==> config.mk <==
export PLATFORM = sky130hd
export DESIGN_NAME = fetch_unit
export DESIGN_NICKNAME = d
export VERILOG_FILES = /design/src/rtl/fetch_unit.sv
export SDC_FILE = /design/constraint.sdc
export NUM_CORES = 1
export LEC_CHECK = 0
export CORE_MARGIN = 2
export CORE_UTILIZATION = 45
export CTS_CLUSTER_SIZE = 28
export DETAILED_ROUTE_END_ITERATION = 8
export HOLD_SLACK_MARGIN = 0.12
export PLACE_DENSITY = 0.94
export SYNTH_ARGS = -nofsm -noshare
export SYNTH_HDL_FRONTEND = slang
export SYNTH_SLANG_ARGS = --single-unit
==> constraint.sdc <==
create_clock -name clk -period 6 [get_ports clk]
set_input_delay 0.6 -clock clk [delete_from_list [all_inputs] [get_ports clk]]
set_output_delay 0.6 -clock clk [all_outputs]
set_load 0.05 [all_outputs]
==> src/rtl/fetch_unit.sv <==
// ---------------------------------------------------------------------------
// fetch_unit: PC, IF/ID register and round counter for the vector crypto CPU;
// optional stall counter enabled by FETCH_STALL_CNT_EN.   Rev 1.0
// ---------------------------------------------------------------------------
`default_nettype none

module fetch_unit #(
   parameter int         ADDR_W  = 8,
   parameter int         INSTR_W = 24,
   parameter logic [4:0] END_OP  = 5'b00000
) (
   input  logic               clk,
   input  logic               rst_n,
   input  logic               start,
   output logic [ADDR_W-1:0]  imem_addr,
   input  logic [INSTR_W-1:0] imem_rdata,
   output logic [INSTR_W-1:0] id_instr,
   output logic [ADDR_W-1:0]  id_pc,
   output logic               id_valid,
   input  logic               id_ready,
   input  logic               ex_set_count,
   input  logic [3:0]         ex_set_value,
   input  logic               ex_dec_count,
   input  logic               ex_bnz,
   input  logic [ADDR_W-1:0]  ex_target,
   output logic [3:0]         round_count,
   output logic               count_zero,
   output logic               halted,
   output logic [15:0]        stall_cycles
);

   typedef enum logic [1:0] {
      S_IDLE = 2'd0,
      S_RUN  = 2'd1,
      S_HALT = 2'd2
   } state_t;

   state_t               state_q;
   logic [ADDR_W-1:0]    pc_q;
   logic [INSTR_W-1:0]   id_instr_q;
   logic [ADDR_W-1:0]    id_pc_q;
   logic                 id_valid_q;
   logic                 halted_q;
   logic [3:0]           cnt_q;
   logic [3:0]           cnt_d;
   logic                 zero_q;

   logic                 w_bnz_taken;
   logic                 w_stall;
   logic                 w_end_accept;

   // BNZ sees the counter value from before any same-cycle SETC/DEC.
   assign w_bnz_taken  = (state_q == S_RUN) && ex_bnz && (cnt_q != 4'd0);
   assign w_stall      = id_valid_q && !id_ready;
   assign w_end_accept = id_valid_q && id_ready &&
                         (id_instr_q[INSTR_W-1 -: 5] == END_OP);

   always_comb begin
      cnt_d = cnt_q;
      if (ex_set_count) begin
         cnt_d = ex_set_value;
      end else if (ex_dec_count && (cnt_q != 4'd0)) begin
         cnt_d = cnt_q - 4'd1;
      end
   end

   always_ff @(posedge clk or negedge rst_n) begin
      if (!rst_n) begin
         state_q    <= S_IDLE;
         pc_q       <= '0;
         id_instr_q <= '0;
         id_pc_q    <= '0;
         id_valid_q <= 1'b0;
         halted_q   <= 1'b0;
         cnt_q      <= 4'd0;
         zero_q     <= 1'b1;
      end else begin
         cnt_q  <= cnt_d;
         zero_q <= (cnt_d == 4'd0);
         case (state_q)
            S_RUN: begin
               if (w_bnz_taken) begin
                  pc_q       <= ex_target;
                  id_valid_q <= 1'b0;
               end else if (w_stall) begin
                  pc_q       <= pc_q;
               end else if (w_end_accept) begin
                  state_q    <= S_HALT;
                  halted_q   <= 1'b1;
                  id_valid_q <= 1'b0;
               end else begin
                  id_instr_q <= imem_rdata;
                  id_pc_q    <= pc_q;
                  id_valid_q <= 1'b1;
                  pc_q       <= pc_q + ADDR_W'(1);
               end
            end
            default: begin
               if (start) begin
                  state_q    <= S_RUN;
                  halted_q   <= 1'b0;
                  pc_q       <= '0;
                  id_valid_q <= 1'b0;
               end
            end
         endcase
      end
   end

`ifdef FETCH_STALL_CNT_EN
   logic [15:0] stall_q;

   always_ff @(posedge clk or negedge rst_n) begin
      if (!rst_n) begin
         stall_q <= 16'd0;
      end else if ((state_q != S_RUN) && start) begin
         stall_q <= 16'd0;
      end else if ((state_q == S_RUN) && w_stall && (stall_q != 16'hFFFF)) begin
         stall_q <= stall_q + 16'd1;
      end
   end

   assign stall_cycles = stall_q;
`else
   assign stall_cycles = 16'd0;
`endif

   assign imem_addr   = pc_q;
   assign id_instr    = id_instr_q;
   assign id_pc       = id_pc_q;
   assign id_valid    = id_valid_q;
   assign round_count = cnt_q;
   assign count_zero  = zero_q;
   assign halted      = halted_q;

endmodule

`default_nettype wire
[After elaboration in Yosys (flattened, before gate mapping)]
Cells that the tools add are included.
Widths: inputs -> output; s select.
Storage, ports and cells
  memory bits (writable): 0
  word-level logic and storage cells: 55
  output and inout bits: 63
  memory bits (read-only): 0
  register bits: 49
  latch bits: 0
  memories kept: 0
  bits of input ports: 43
Operators by class
  shift operators: 0
  $mul: 0
  reductions and logical operators: 15
  bitwise logic cells: 3
  equal/unequal tests: 6
  muxes and demuxes: 21
  add/subtract/negate cells: 2
  divide/modulo/power cells: 0
  order comparisons: 0
Operators with widths (number)
  $mux 8: 5
  $mux 2: 5
  $mux 1: 9
  $add 8x1->8 const B: 1
  $mux 4: 2
  $reduce_and 4->1: 2
  $logic_and 1x1->1: 6
  $ne 2x2->1 const B: 3
  $ne 3x3->1 const B: 2
  $logic_not 5->1: 1
  $logic_not 4->1: 1
  $reduce_bool 4->1: 1
  $sub 4x1->4 const B: 1
  $not 1->1: 3
  $reduce_and 3->1: 1
  $eq 2x1->1 const B: 1
  $reduce_and 2->1: 1
  $reduce_bool 2->1: 1
  $logic_not 1->1: 1

[Logic depth before layout (Yosys ltp)]
Gate-level depths: netlist (run 1).
  depth in word-level cells: 6
  depth in mapped cells: 8
  depth with buffers taken out: 6

[Worst setup path before layout (run 1)]
No wires, ideal clock.
  path kind: register -> register
  from: register cnt_q[0], in the netlist round_count[0]
  to: register id_instr_q[14], in the netlist id_instr[14]
  path slack: 3.636 ns
  stages on the path, launching flop included: 9
  arrival: 2.239 ns
  library setup time: 0.125 ns
  data required time: 5.875 ns
  period minus slack after synthesis: 2.364 ns
  cell sequence: dfrtp_1 -> inv_1 -> ha_1 -> or3b_1 -> buf_6 -> a21oi_4 -> nand3_4 -> buf_8 -> mux2_4
On the way
  longest elaborated chain between the ends: 4
RTL lines
  start, declared: RTL line 44  | logic [3:0] cnt_q;
  start signal, assigned: RTL line 78  | cnt_q <= cnt_d;
  $reduce_bool 4->1: RTL line 53  | assign w_bnz_taken = (state_q == S_RUN) && ex_bnz && (cnt_q != 4'd0);
  $logic_and 1x1->1: RTL line 53
  $not 1->1 (no source line)
  $reduce_and 4->1 (no source line)
  end signal, assigned: RTL line 92  | id_instr_q <= imem_rdata;
  end, declared: RTL line 40  | logic [INSTR_W-1:0] id_instr_q;
No other way between the ends.
A chain may end at the register's enable or synchronous reset.

[Worst setup path in the final report (run 1)]
  from: register cnt_q[0], in the netlist round_count[0]
  to: register id_instr_q[5], in the netlist id_instr[5]
The elaborated chain is that of the path after synthesis.

==> impl_metrics.yaml, run 1 <==
cts:
  clock_sink_count: 48
  ctsLongestPathBuffers: 2
  cts_hold_buffers: 0
  ctsRootBufferMaster: "clkbuf_8"
  cts.clk_slew.worst_paths_ps: 80
  cts_inserted_buffers: 5
  htree_levels: 2
  cts_tree: "yes"
  insertion_delay_ps: 300
  cts_resized: 0
  cts_setup_buffers: 0
logic_synthesis:
  synth_cell_type_count: 44
  syn_area_per_cell_um2: 12.48
  yosys_warnings: 0
  ys_ff_latch: 48
  ys_seq_area_share_pct: 51.25
  synth.top_cell.area_share_pct: 50.13
  synth_area_leaders: "dfrtp_1 (50%), mux2_2 (17%), buf_4 (5.1%)"
  async_flop_share_pct: 100.0
  syn_inst: 188
  syn_area_um2: 2346
  synth-edff-count: 0
  synth_area_leader_cell: "dfrtp_1"
  synth_most_common_cell: "dfrtp_1"
  synthTopCellsByCount: "dfrtp_1 (47), mux2_2 (35), buf_4 (16), nand2_1 (8)"
  synth_flop_cell: "dfrtp_1"
floorplan:
  num_rows: 26
  die_h_um: 76.21
  start_util_pct: 46.23
  die-area_um2: 5807
  boundaryPins: 106
  core-area_um2: 5075
  dieWidth_um: 76.21
timing:
  setup-tns-final_ps: 0
  skew_ps: 8.282
  period_share_pct: 42.67
  worst_pin_slew_ps: 1051
  max_slew_margin_pct: 29.96
  period_needed_ps: 2560
  slew_viol_final: 0
  final_hold_viol_count: 0
  setup_viol: 0
  rsz0062_at_grt: "false"
  max_freq_ghz: 0.3906
final_layout:
  multi_input_area_um2: 993.5
  areaGrowthSynthToFinish_pct: 40.16
  drive_gt1_share_pct: 18.77
  seq_area_um2: 1202
  antenna_cells: 0
  layout.cells.non_filler: 347
  nFillCells: 415
  fin_area_um2: 3288
  final_nets: 322
worst_setup_path:
  reg2reg_to: "id_instr[5]"
  endpoint_kind: "register"
  critPathMaxFanout: 33
  critPathSlowestCell: "or3b_1"
  crit_path_start_kind: "register"
  rrSetupSlack_ps: 3440
  cp_data_required_time_ps: 6180
  r2r_cells: 6
  max_stage_delay_ps: 500
  cp_cell_sequence: "inv_1 -> ha_1 -> or3b_1 -> a21oi_4 -> nand3_4 -> mux2_2"
  crit_arrival_ps: 2740
  r2r_start: "round_count[0]"
  worstSetupPathType: "reg2reg"
placed_design:
  dpl.hpwl_um: 3723
  dpl.cell_count: 340
  dpl_cell_area_um2: 3192
  place_congestion: 0.8121
  port_buffers: 89
min_path:
  hold_path.class: "in2async"
grt:
  grt_max_degree: 49
  grt_use_met2_pct: 30.71
  grt_pass1_wl_um: 8369
  met3_usage_pct: 6.043
  grt.total_usage_pct: 17.90
  grt_use_met1_pct: 20.67
  first_global_vias: 1820
  busiest_layer: "met2"
  grt_overflow_total: 0
  antenna_found_initial: 0
pwr:
  clkPwrFrac_pct: 9.5
  ir_drop_mv: 0.3604
  pwr-share-seq_pct: 27.7
  p_leak_nw: 1.386
  internal-power_mw: 1.090
  p_sw_share_pct: 49.08
  p_switching_mw: 1.050
  pwr-share-comb_pct: 62.8
  power-per-cell-area_nw_per_um2: 651.0
route:
  drc: 0
  antenna_left: 0
  post_drt_wl_per_cell_um: 14.48
  viasPerCell: 5.032
  drt_wl_total_um: 5026
  drtPass1Iterations: 4
  drtIter0Drc: 82
  vias: 1746
status:
  status: "finished clean"
flow_run:
  maxCapViolations: 0
==> worst max-delay path, delay by kind of cell (launching register included) <==
family          cells  cell delay, ps
compound gates      1             370
buf+inv             1             110
mux                 1             420
flops               1             410
fa+ha+maj           1             200
simple gates        2             910
==> stage by stage <==
step	hold WS [ps]	utilization [%]	setup WS, ps	power [mW]
5_1_grt	527.7	64.79	3272	2.251
6_report	489.3	64.79	3440	2.140
3_5_place_dp	492.1	62.89	3444	1.948
2_1_floorplan	304.4	-	3636	1.562
3_3_place_gp	485.7	62.89	3548	1.917
4_1_cts	510.7	64.79	3432	2.159
==> logic make-up (layout without fill, tap and decap cells) <==
family | Yosys count | after routing | share of synthesized area, %
DFF | 48 | 48 | 51.25
AOI/OAI and AO/OA | 34 | 34 | 11.52
muxes | 36 | 36 | 17.44
buffers and inverters | 28 | 102 | 8.800
and+or+nand+nor | 39 | 39 | 9.760
adders and majority gates | 2 | 2 | 1.066
other | 1 | 16 | 0.1598
==> registers in the layout (all words and copies together) (netlist names) <==
register / count
id_instr: 24
count_zero: 1
round_count: 4
id_valid: 1
state_q: 1
id_pc: 8
imem_addr: 8
halted: 1
==> per-layer routing <==
layer  part of all wire (%)  up-vias
li1                       -      821
met1                     39      841
met2                     51       75
met3                    8.0        9
met4                    1.7        0
met5                      0        -
==> final cells by class <==
type | count | share of cell area (%)
Clock buffer | 7 | 2.930
Inverter | 6 | 0.6849
Multi-Input combinational cell | 127 | 30.21
Sequential cell | 48 | 36.57
Tap cell | 70 | 2.664
Timing Repair Buffer | 89 | 26.94
==> power by group through the flow <==
stage                     sequential, mW  clock [mW]  combinational, mW
after detailed placement           0.599           0               1.35
final                              0.592       0.203               1.35
after CTS                          0.594       0.210               1.36
after global placement             0.590           0               1.33
after floorplan                     1.10           0              0.466
after global routing               0.617       0.222               1.41
==> how the worst max path moves through the flow <==
stage / cells after the start / to / slack [ps] / start
detailed placement: 6 / id_instr[14] / 3440 / round_count[0]
floorplan: 8 / id_instr[14] / 3640 / round_count[0]
finish: 6 / id_instr[5] / 3440 / round_count[0]
global route: 6 / id_pc[2] / 3270 / round_count[0]
global placement: 6 / id_instr[14] / 3550 / round_count[0]
CTS: 6 / id_instr[23] / 3430 / round_count[0]
==> cell usage in the layout, fill, tap and decap left out, types with 5 or more instances in the layout <==
cell type         n
clkdlybuf4s50_1  88
dfrtp_1          47
mux2_2           35
conb_1           16
nand2_1           8
clkbuf_8          7
inv_1             6
nor2_1            6
a21oi_1           5
nand3_1           5
(Power assumes the default switching activity.)
==> inputs of run 2 (changes only) <==
Settings changed: CORE_UTILIZATION 45 to 38, PLACE_DENSITY 0.94 to 0.85.
Clock period 6 ns to 2.2 ns, I/O delays scaled along.
==> impl_metrics.yaml, run 2 (synthesis results as in run 1) <==
cts:
  ctsLongestPathBuffers: 2
  cts_setup_buffers: 0
  insertion_delay_ps: 300
  cts.clk_slew.worst_paths_ps: 90
  cts_tree: "yes"
  cts_hold_buffers: 1
  cts_resized: 0
  cts_inserted_buffers: 5
  htree_levels: 2
  clock_sink_count: 48
  ctsRootBufferMaster: "clkbuf_8"
pwr:
  ir_drop_mv: 1.059
  internal-power_mw: 3.088
  clkPwrFrac_pct: 9.0
  pwr-share-seq_pct: 27.1
  p_sw_share_pct: 48.74
  p_switching_mw: 2.936
  p_leak_nw: 1.432
  pwr-share-comb_pct: 63.8
  power-per-cell-area_nw_per_um2: 1762
grt:
  grt.total_usage_pct: 17.09
  grt_overflow_total: 0
  grt_pass1_wl_um: 8769
  first_global_vias: 1920
  antenna_found_initial: 0
  grt_max_degree: 33
floorplan:
  num_rows: 28
  dieWidth_um: 82.57
  die_h_um: 82.57
  boundaryPins: 106
  start_util_pct: 39.39
  die-area_um2: 6818
  core-area_um2: 5956
timing:
  skew_ps: 14.12
  max_freq_ghz: 0.4747
  worst_pin_slew_ps: 704.9
  final_hold_viol_count: 0
  rsz0062_at_grt: "false"
  period_needed_ps: 2107
  setup_ws_ps: 93.21
  period_share_pct: 95.76
  slew_viol_final: 0
  max_slew_margin_pct: 53.01
  setup_viol: 0
route:
  drc: 0
  drtIter0Drc: 165
  viasPerCell: 5.085
  antenna_left: 0
  vias: 1846
  drtPass1Iterations: 4
  drt_wl_total_um: 5486
  post_drt_wl_per_cell_um: 15.11
worst_setup_path:
  worstSetupPathType: "reg2reg"
  endpoint_kind: "register"
  cp_data_required_time_ps: 2380
  critPathMaxFanout: 18
  crit_arrival_ps: 2280
  crit_path_start_kind: "register"
  r2r_cells: 5
final_layout:
  layout.cells.non_filler: 363
  antenna_cells: 0
  layout_common_cells: "clkdlybuf4s50_1 (88), dfrtp_1 (42), mux2_2 (35), conb_1 (16), nand2_1 (8)"
  largest_reg_flops: 24
  drive_gt1_share_pct: 24.31
  layout_commonest_cell: "clkdlybuf4s50_1"
  final_nets: 332
  areaGrowthSynthToFinish_pct: 45.71
status:
  status: "finished clean"
placed_design:
  place_congestion: 0.7516
  post-place-ws_ps: 102.0
  dpl.cell_count: 354
  dpl.hpwl_um: 4247
  port_buffers: 89
min_path:
  hold_depth: 1
  hold_path.class: "reg2reg"
flow_run:
  maxCapViolations: 0
run 2: layer usage:
metal	vias up	GRT usage (%)	wire, um	part of all wire [%]
li1	848	-	-	-
met1	903	18.95	2024	37
met2	84	30.16	2828	52
met3	11	6.522	539	9.8
met4	0	5.410	93	1.7
met5	-	0	0	0
run 2: path summary, 6_finish.rpt:
check                                  start           end  slack (ps)
worst max-delay path            id_instr[21]  id_instr[18]          90
max in group asynchronous              rst_n      id_pc[1]        1040
min in group asynchronous              rst_n  id_instr[12]         520
worst min-delay path            id_instr[16]  id_instr[16]         510
worst min register to register  id_instr[16]  id_instr[16]         510
worst max register to register  id_instr[21]  id_instr[18]          90
run 2: area by class of cell:
class	count	area [um^2]
flip-flops and latches	48	1209
repair buffers	99	988.4
fillers	517	2537
multi-input cells	127	1011
inverters	6	22.52
clock inverters	1	7.507
well taps	75	93.84
clock buffers	7	86.33
run 2: worst max-delay path: stages (launching register included):
cell     delay, ps
dfrtp_2        430
or4_4          560
or3_4          360
nand3_4        120
buf_12         160
mux2_2         350
run 2: power groups by stage:
stage	combinational, mW	clock, mW	sequential [mW]
finish	3.85	0.545	1.63
global route	4.06	0.595	1.69
CTS	3.87	0.565	1.64
detailed placement	3.85	0	1.66
global placement	3.80	0	1.62
floorplan	1.27	0	3.00
run 2: stage by stage:
step | area (um^2) | util, % | power [mW] | hold WS [ps] | setup TNS (ps)
global placement | 3314 | 55.65 | 5.416 | 305.5 | 0
floorplan | 2426 | - | 4.271 | -75.59 | -10.60
CTS | 3418 | 57.39 | 6.077 | 499.5 | 0
detailed placement | 3314 | 55.65 | 5.509 | 310.1 | 0
global route | 3418 | 57.39 | 6.342 | 506.8 | 0
finish | 3418 | 57.39 | 6.024 | 510.2 | 0
